$ cat src/rtl/fft_peak_picker.sv
// fft_peak_picker: Avalon-ST sink for the FFT source port. It checks frame
// framing, estimates each bin's magnitude as max(|re|,|im|) + min(|re|,|im|)/2
// and reports the strongest bin in [MIN_BIN, MAX_BIN] once per clean frame.
module fft_peak_picker #(
  parameter int DATA_W  = 32,
  parameter int N_LOG2  = 13,
  parameter int MIN_BIN = 1,
  parameter int MAX_BIN = 4095
) (
  input  logic              CLOCK_50,
  input  logic              AUD_ADCLRCK,
  input  logic              enable,
  input  logic              src_valid,
  output logic              src_ready,
  input  logic              src_sop,
  input  logic              src_eop,
  input  logic [1:0]        src_error,
  input  logic [DATA_W-1:0] src_real,
  input  logic [DATA_W-1:0] src_imag,
  output logic [N_LOG2-1:0] peak_bin,
  output logic [DATA_W:0]   peak_mag,
  output logic              peak_valid,
  output logic              frame_err,
  output logic              busy
);

  localparam logic [1:0] ST_HUNT  = 2'd0;
  localparam logic [1:0] ST_FRAME = 2'd1;
  localparam logic [1:0] ST_DRAIN = 2'd2;

  localparam logic [N_LOG2-1:0] LAST_IDX = {N_LOG2{1'b1}};
  localparam logic [N_LOG2-1:0] ZERO_IDX = {N_LOG2{1'b0}};
  localparam logic [N_LOG2-1:0] ONE_IDX  = {{(N_LOG2-1){1'b0}}, 1'b1};
  localparam logic [N_LOG2-1:0] MIN_IDX  = N_LOG2'(MIN_BIN);
  localparam logic [N_LOG2-1:0] MAX_IDX  = N_LOG2'(MAX_BIN);
  localparam logic [DATA_W-2:0] ABS_MAX  = {(DATA_W-1){1'b1}};
  localparam logic [DATA_W:0]   MAG_ZERO = {(DATA_W+1){1'b0}};

  // Absolute value of a two's complement sample; the most negative code has
  // no positive twin, so it saturates to the largest positive value.
  function automatic logic [DATA_W-2:0] sat_abs(input logic [DATA_W-1:0] v);
    logic [DATA_W-1:0] neg;
    neg = ~v + {{(DATA_W-1){1'b0}}, 1'b1};
    if (!v[DATA_W-1]) begin
      sat_abs = v[DATA_W-2:0];
    end else if (v[DATA_W-2:0] == {(DATA_W-1){1'b0}}) begin
      sat_abs = ABS_MAX;
    end else begin
      sat_abs = neg[DATA_W-2:0];
    end
  endfunction

  logic [1:0]        state_r, state_s;
  logic [N_LOG2-1:0] bin_cnt_r, bin_cnt_s;
  logic              err_r, err_s;
  logic [1:0]        drain_cnt_r, drain_cnt_s;
  logic              src_ready_r, accept_s, bad_s;
  logic              frame_err_s, peak_load_s, push_s, push_sop_s;
  logic [N_LOG2-1:0] push_idx_s;
  logic              frame_err_r, peak_valid_r, busy_r;
  logic [N_LOG2-1:0] peak_bin_r;
  logic [DATA_W:0]   peak_mag_r;

  // Pipeline: each entry carries a sop tag so that a restart only clears the
  // running best when its own bin 0 reaches the compare stage.
  logic              s1_v_r, s1_sop_r, s2_v_r, s2_sop_r;
  logic [N_LOG2-1:0] s1_idx_r, s2_idx_r;
  logic [DATA_W-2:0] s1_a_r, s1_b_r, max_s, min_s;
  logic [DATA_W:0]   mag_s, s2_mag_r;
  logic [DATA_W:0]   best_mag_r, best_mag_s, base_mag_s;
  logic [N_LOG2-1:0] best_bin_r, best_bin_s, base_bin_s;
  logic              in_range_s;

  assign accept_s = src_valid & src_ready_r;
  assign bad_s    = (src_error != 2'b00);

  // Framing FSM next-state logic over accepted beats only.
  always_comb begin
    state_s     = state_r;
    bin_cnt_s   = bin_cnt_r;
    err_s       = err_r;
    drain_cnt_s = drain_cnt_r;
    frame_err_s = 1'b0;
    peak_load_s = 1'b0;
    push_s      = 1'b0;
    push_sop_s  = 1'b0;
    push_idx_s  = bin_cnt_r;
    case (state_r)
      ST_HUNT: begin
        if (accept_s && src_sop) begin
          state_s    = ST_FRAME;
          bin_cnt_s  = ONE_IDX;
          err_s      = bad_s;
          push_s     = 1'b1;
          push_sop_s = 1'b1;
          push_idx_s = ZERO_IDX;
        end else begin
          state_s = ST_HUNT;
        end
      end
      ST_FRAME: begin
        if (accept_s) begin
          push_s = 1'b1;
          if (src_sop) begin
            // Restart wins over a simultaneous eop.
            frame_err_s = 1'b1;
            bin_cnt_s   = ONE_IDX;
            err_s       = bad_s;
            push_sop_s  = 1'b1;
            push_idx_s  = ZERO_IDX;
          end else begin
            bin_cnt_s = bin_cnt_r + ONE_IDX;
            err_s     = err_r | bad_s;
            if (src_eop && (bin_cnt_r == LAST_IDX) && !(err_r | bad_s)) begin
              state_s     = ST_DRAIN;
              drain_cnt_s = 2'd0;
            end else if (src_eop || (bin_cnt_r == LAST_IDX)) begin
              state_s     = ST_HUNT;
              frame_err_s = 1'b1;
            end else begin
              state_s = ST_FRAME;
            end
          end
        end else begin
          state_s = ST_FRAME;
        end
      end
      ST_DRAIN: begin
        if (drain_cnt_r == 2'd3) begin
          peak_load_s = 1'b1;
          state_s     = ST_HUNT;
        end else begin
          drain_cnt_s = drain_cnt_r + 2'd1;
        end
      end
      default: begin
        state_s = ST_HUNT;
      end
    endcase
  end

  // Stage 2 magnitude estimate: larger part plus half of the smaller one.
  always_comb begin
    if (s1_a_r >= s1_b_r) begin
      max_s = s1_a_r;
      min_s = s1_b_r;
    end else begin
      max_s = s1_b_r;
      min_s = s1_a_r;
    end
    mag_s = {2'b00, max_s} + {3'b000, min_s[DATA_W-2:1]};
  end

  // Stage 3 peak search: strict compare keeps the lowest bin on ties.
  always_comb begin
    base_mag_s = s2_sop_r ? MAG_ZERO : best_mag_r;
    base_bin_s = s2_sop_r ? MIN_IDX : best_bin_r;
    in_range_s = (s2_idx_r >= MIN_IDX) && (s2_idx_r <= MAX_IDX);
    if (s2_v_r && in_range_s && (s2_mag_r > base_mag_s)) begin
      best_mag_s = s2_mag_r;
      best_bin_s = s2_idx_r;
    end else if (s2_v_r) begin
      best_mag_s = base_mag_s;
      best_bin_s = base_bin_s;
    end else begin
      best_mag_s = best_mag_r;
      best_bin_s = best_bin_r;
    end
  end

  // State, counters, pipeline registers and registered outputs.
  always_ff @(posedge CLOCK_50 or posedge AUD_ADCLRCK) begin
    if (AUD_ADCLRCK) begin
      state_r      <= ST_HUNT;
      bin_cnt_r    <= ZERO_IDX;
      err_r        <= 1'b0;
      drain_cnt_r  <= 2'd0;
      src_ready_r  <= 1'b0;
      s1_v_r       <= 1'b0;
      s1_sop_r     <= 1'b0;
      s1_idx_r     <= ZERO_IDX;
      s1_a_r       <= {(DATA_W-1){1'b0}};
      s1_b_r       <= {(DATA_W-1){1'b0}};
      s2_v_r       <= 1'b0;
      s2_sop_r     <= 1'b0;
      s2_idx_r     <= ZERO_IDX;
      s2_mag_r     <= MAG_ZERO;
      best_mag_r   <= MAG_ZERO;
      best_bin_r   <= MIN_IDX;
      peak_bin_r   <= ZERO_IDX;
      peak_mag_r   <= MAG_ZERO;
      peak_valid_r <= 1'b0;
      frame_err_r  <= 1'b0;
      busy_r       <= 1'b0;
    end else begin
      state_r      <= state_s;
      bin_cnt_r    <= bin_cnt_s;
      err_r        <= err_s;
      drain_cnt_r  <= drain_cnt_s;
      src_ready_r  <= enable | (state_r == ST_FRAME);
      s1_v_r       <= push_s;
      s1_sop_r     <= push_sop_s;
      s1_idx_r     <= push_idx_s;
      s1_a_r       <= sat_abs(src_real);
      s1_b_r       <= sat_abs(src_imag);
      s2_v_r       <= s1_v_r;
      s2_sop_r     <= s1_sop_r;
      s2_idx_r     <= s1_idx_r;
      s2_mag_r     <= mag_s;
      best_mag_r   <= best_mag_s;
      best_bin_r   <= best_bin_s;
      peak_valid_r <= peak_load_s;
      frame_err_r  <= frame_err_s;
      busy_r       <= (state_s != ST_HUNT) || push_s || s1_v_r;
      if (peak_load_s) begin
        peak_bin_r <= best_bin_r;
        peak_mag_r <= best_mag_r;
      end else begin
        peak_bin_r <= peak_bin_r;
        peak_mag_r <= peak_mag_r;
      end
    end
  end

  assign src_ready  = src_ready_r;
  assign peak_bin   = peak_bin_r;
  assign peak_mag   = peak_mag_r;
  assign peak_valid = peak_valid_r;
  assign frame_err  = frame_err_r;
  assign busy       = busy_r;

endmodule

$ cat config.mk
export PLATFORM = sky130hd
export DESIGN_NAME = fft_peak_picker
export DESIGN_NICKNAME = d
export VERILOG_FILES = /design/src/rtl/fft_peak_picker.sv
export SDC_FILE = /design/constraint.sdc
export NUM_CORES = 1
export LEC_CHECK = 0
export ABC_AREA = 1
export CORE_UTILIZATION = 40
export CTS_CLUSTER_DIAMETER = 150
export DETAILED_ROUTE_END_ITERATION = 10
export SLEW_MARGIN = 10
export SYNTH_ARGS = -nofsm -noshare
export SYNTH_HDL_FRONTEND = slang
export SYNTH_SLANG_ARGS = --single-unit
$ cat constraint.sdc
create_clock -name CLOCK_50 -period 18.05 [get_ports CLOCK_50]
set_input_delay 1.805 -clock CLOCK_50 [delete_from_list [all_inputs] [get_ports CLOCK_50]]
set_output_delay 1.805 -clock CLOCK_50 [all_outputs]
set_load 0.05 [all_outputs]
==> flow_summary.toml <==
[outcome]
status = "complete, no violations"

[power]
total_power_mw = 1.99
pwr-share-seq = 0.349
p_per_area_nw_per_um2 = 118
p_int_mw = 1.22
p_leak_nw = 8.56
clkPwrFrac = 0.275
combPwrFrac = 0.376
p_sw_mw = 0.763
switching_share = 0.384
vdd_drop_max_mv = 0.0610

[critical_path]
crit_slowest_cell = "buf_4"
worstSetupEndpointType = "flip-flop"
cpMostUsedCell = "nand2_1"
critical_path.max_stage_delay_ps = 630
crit_required_ps = 18490
worstSetupStartpointType = "flip-flop"
path_class = "flip-flop to flip-flop"
crit_fanout = 91
path_delay_family = "simple AND/OR/NAND/NOR gates"
crit_buf_inv = 1
crit_chain = "ha_1, nand2_1, o21ai_0, nand2_1, nand2_1, nand2_1, nand2_1, nand2_1, nand3_4, buf_4, nor2_1, a21oi_1, ha_1, nand3_1, nand3_1, a21boi_0, o21ai_0, nand2_1, nand2_1, nand2_1, nand2_1, nand2_1, nand2_1"
worstPathArrival_ps = 4900

[yosys]
synth_top_family_by_area = "simple AND/OR/NAND/NOR gates"
synth_area_um2 = 14400
syn_avg_cell_area_um2 = 7.55
synth-xor-area-share = 0.0219
synth_area_leader_cell = "dfrtp_1"
yosys_warnings = 0
synth_top_area_share = 0.412
synth_cell_types = 47
synth_seq_cells = 238
ys_seq_area_frac = 0.414
synth_fa_ha_area_frac = 0.0857
async_reset_ff_frac = 1.00
synthSimpleGateAreaFrac = 0.324
ys.flop_type = "dfrtp_1"
synthCells = 1905
synthesis.nets = 2075
synthTopCellsByArea = "dfrtp_1 41%, nand2_1 16%, ha_1 8.4%, nor2_1 4.6%, inv_1 4.5%"
synth_edf_count = 0
synth-compound-area-share = 0.0878
synth.mux.area_fraction = 0.000696

[die]
core_area_um2 = 35500
fp-row-count = 69
io_pins = 122
dieArea_um2 = 36700
die_h_um = 192
initial_core_util = 0.405
die_w_um = 192

[timing]
finalCritPeriodShare = 0.247
relSlewSlack = 0.352
finalWorstSetupSlack_ps = 13590
tightest_slew_ps = 969
skew_ps = 12.3
finalSetupTns_ps = 0
rsz0062_at_grt = "no"
clock.fmax_mhz = 224
final_hold_viol_count = 0
drv_slew = 0
period_needed_ps = 4460
final-setup-viol-count = 0

[place]
place.gp.congestion = 0.856
io_buffers = 121
dp_slack_ps = 13320
place_hpwl_um = 27000

[routing]
drc = 0
wl_per_cell_um = 14.0
drt-total-wl_um = 34800
drtIter0Drc = 618
firstDrtPassIters = 5
ant_nets = 0
vias_per_cell = 4.90
vias = 12200

[cts]
cts_made_buffers = 27
hold_buffers = 0
path_clk_slew_ps = 60
clk_latency_ps = 550
cts_tree = "built"
clock-root-buffer = "clkbuf_16"
cts_resized = 0
htree_levels = 1
ctsLongestPathBuffers = 3
cts_setup_buffers = 0
clock_sinks = 238

[grt]
grt_max_degree = 107
track_usage = 0.196
antenna_found_initial = 1
grt_pass1_wl_um = 58300
grt_pass1_vias = 11500
overflow = 0

[final_layout]
fillers = 3529
multi_input_area_um2 = 7510
regArea_um2 = 5960
final_nets = 2175
drive_above_1_share = 0.0578
area_growth_syn_to_layout_pct = 17.4
fin_util = 0.476

[run]
cap_violations = 0

[worst_hold_path]
hold_path_class = "flip-flop to flip-flop"
[flip-flops by register name, indices dropped and copies added, names as in the netlist, 2 cells and up]
signal	count
best_bin_r	13
best_mag_r	33
bin_cnt_r	13
drain_cnt_r	2
peak_bin	13
peak_mag	33
s1_a_r	31
s1_b_r	31
s1_idx_r	13
s2_idx_r	13
s2_mag_r	32
state_r	2
[synth_stat cells (3+ instances only)]
library cell  count
a21boi_0          3
a21o_1            5
a21oi_1         101
a31oi_1           8
buf_1             8
buf_2            16
buf_4             6
buf_6             3
clkbuf_1         25
dfrtp_1         237
ha_1             97
inv_1           172
nand2_1         616
nand2_2           8
nand3_1         113
nand3_2          19
nand3b_1         38
nand4_1          33
nor2_1          177
nor2_2            5
nor3_1           20
o211ai_1          5
o21a_1            7
o21ai_0          91
o21ai_1           4
o21bai_1          6
o31ai_1           3
or2_2            22
xnor2_1           7
xor2_1           29
[through the flow]
step           std cells  cell area [um2]  hold WS, ps
5_1_grt             2485            16900          350
2_1_floorplan       1905            14400          331
3_3_place_gp        2437            16000          334
6_report            2486            16900          346
4_1_cts             2485            16900          345
3_5_place_dp        2437            16000          336
[worst register-to-register path, stage by stage (launching register included)]
cell and delay, ps:
dfrtp_1 410, ha_1 330, nand2_1 50, o21ai_0 210, nand2_1 80, nand2_1 110
nand2_1 60, nand2_1 100, nand2_1 110, nand3_4 220, buf_4 630, nor2_1 130
a21oi_1 260, ha_1 280, nand3_1 80, nand3_1 170, a21boi_0 410, o21ai_0 260
nand2_1 110, nand2_1 80, nand2_1 100, nand2_1 50, nand2_1 60, nand2_1 60
[cell type report]
cell class,instances,area share
inverter,175,0.0393
sequential,238,0.353
clock buffer,41,0.0484
multi-input combinational,1434,0.445
timing repair buffer,129,0.0753
tap,461,0.0342
clock inverter,7,0.00504
antenna,1,0.000148
[final timing paths]
| check | from | to | slack, ps | cells past startpoint |
|---|---|---|---|---|
| max | s1_a_r[2]$_DFF_PP0_ | s2_mag_r[21]$_DFF_PP0_ | 13590 | 23 |
| min | s1_idx_r[9]$_DFF_PP0_ | s2_idx_r[9]$_DFF_PP0_ | 350 | 0 |
| max reg2reg | s1_a_r[2]$_DFF_PP0_ | s2_mag_r[21]$_DFF_PP0_ | 13590 | 23 |
| min reg2reg | s1_idx_r[9]$_DFF_PP0_ | s2_idx_r[9]$_DFF_PP0_ | 350 | 0 |
| max in group asynchronous | AUD_ADCLRCK | best_mag_r[6]$_DFFE_PP0P_ | 14070 | 4 |
| min in group asynchronous | AUD_ADCLRCK | s1_b_r[28]$_DFF_PP0_ | 1800 | 2 |
[power by group through the flow]
stage	registers, mW	logic, mW	clock network (mW)
floorplan	0.686	0.563	0
global placement	0.701	0.742	0
detailed placement	0.703	0.750	0
CTS	0.694	0.755	0.562
global route	0.706	0.867	0.585
finish	0.694	0.747	0.546
[logic make-up (layout without fill, tap and decap cells)]
kind of cell,after synthesis,in the layout
buffers and inverters,233,352
and+or+nand+nor,1064,1064
other,0,1
xor gates and xnor gates,36,36
adders and majority gates,98,98
DFF,238,238
AOI/OAI and AO/OA,235,235
muxes,1,1
[routing by layer]
layer	share of wire	vias up	global-route usage
met5	0	-	0
met3	0.035	40	0.0216
met2	0.45	196	0.316
met1	0.50	5542	0.278
li1	-	6404	-
met4	0.022	0	0.0495
[placed cells by master (no fill, tap or decap), drive strengths merged, types with 3 or more instances in the layout]
cell type,count
xnor2,7
o211ai,5
a21o,5
clkbuf,41
ha,97
o21ai,95
nand4,33
nand3,133
nor3,21
o21bai,6
a31oi,8
clkinv,5
or2,23
o31ai,3
inv,175
a21oi,101
nor2,184
nand2,624
a21boi,3
nand3b,38
nor4,4
buf,8
o21a,7
xor2,29
clkdlybuf4s50,121
dfrtp,237
Note: power is estimated with default switching activity, not from simulation.
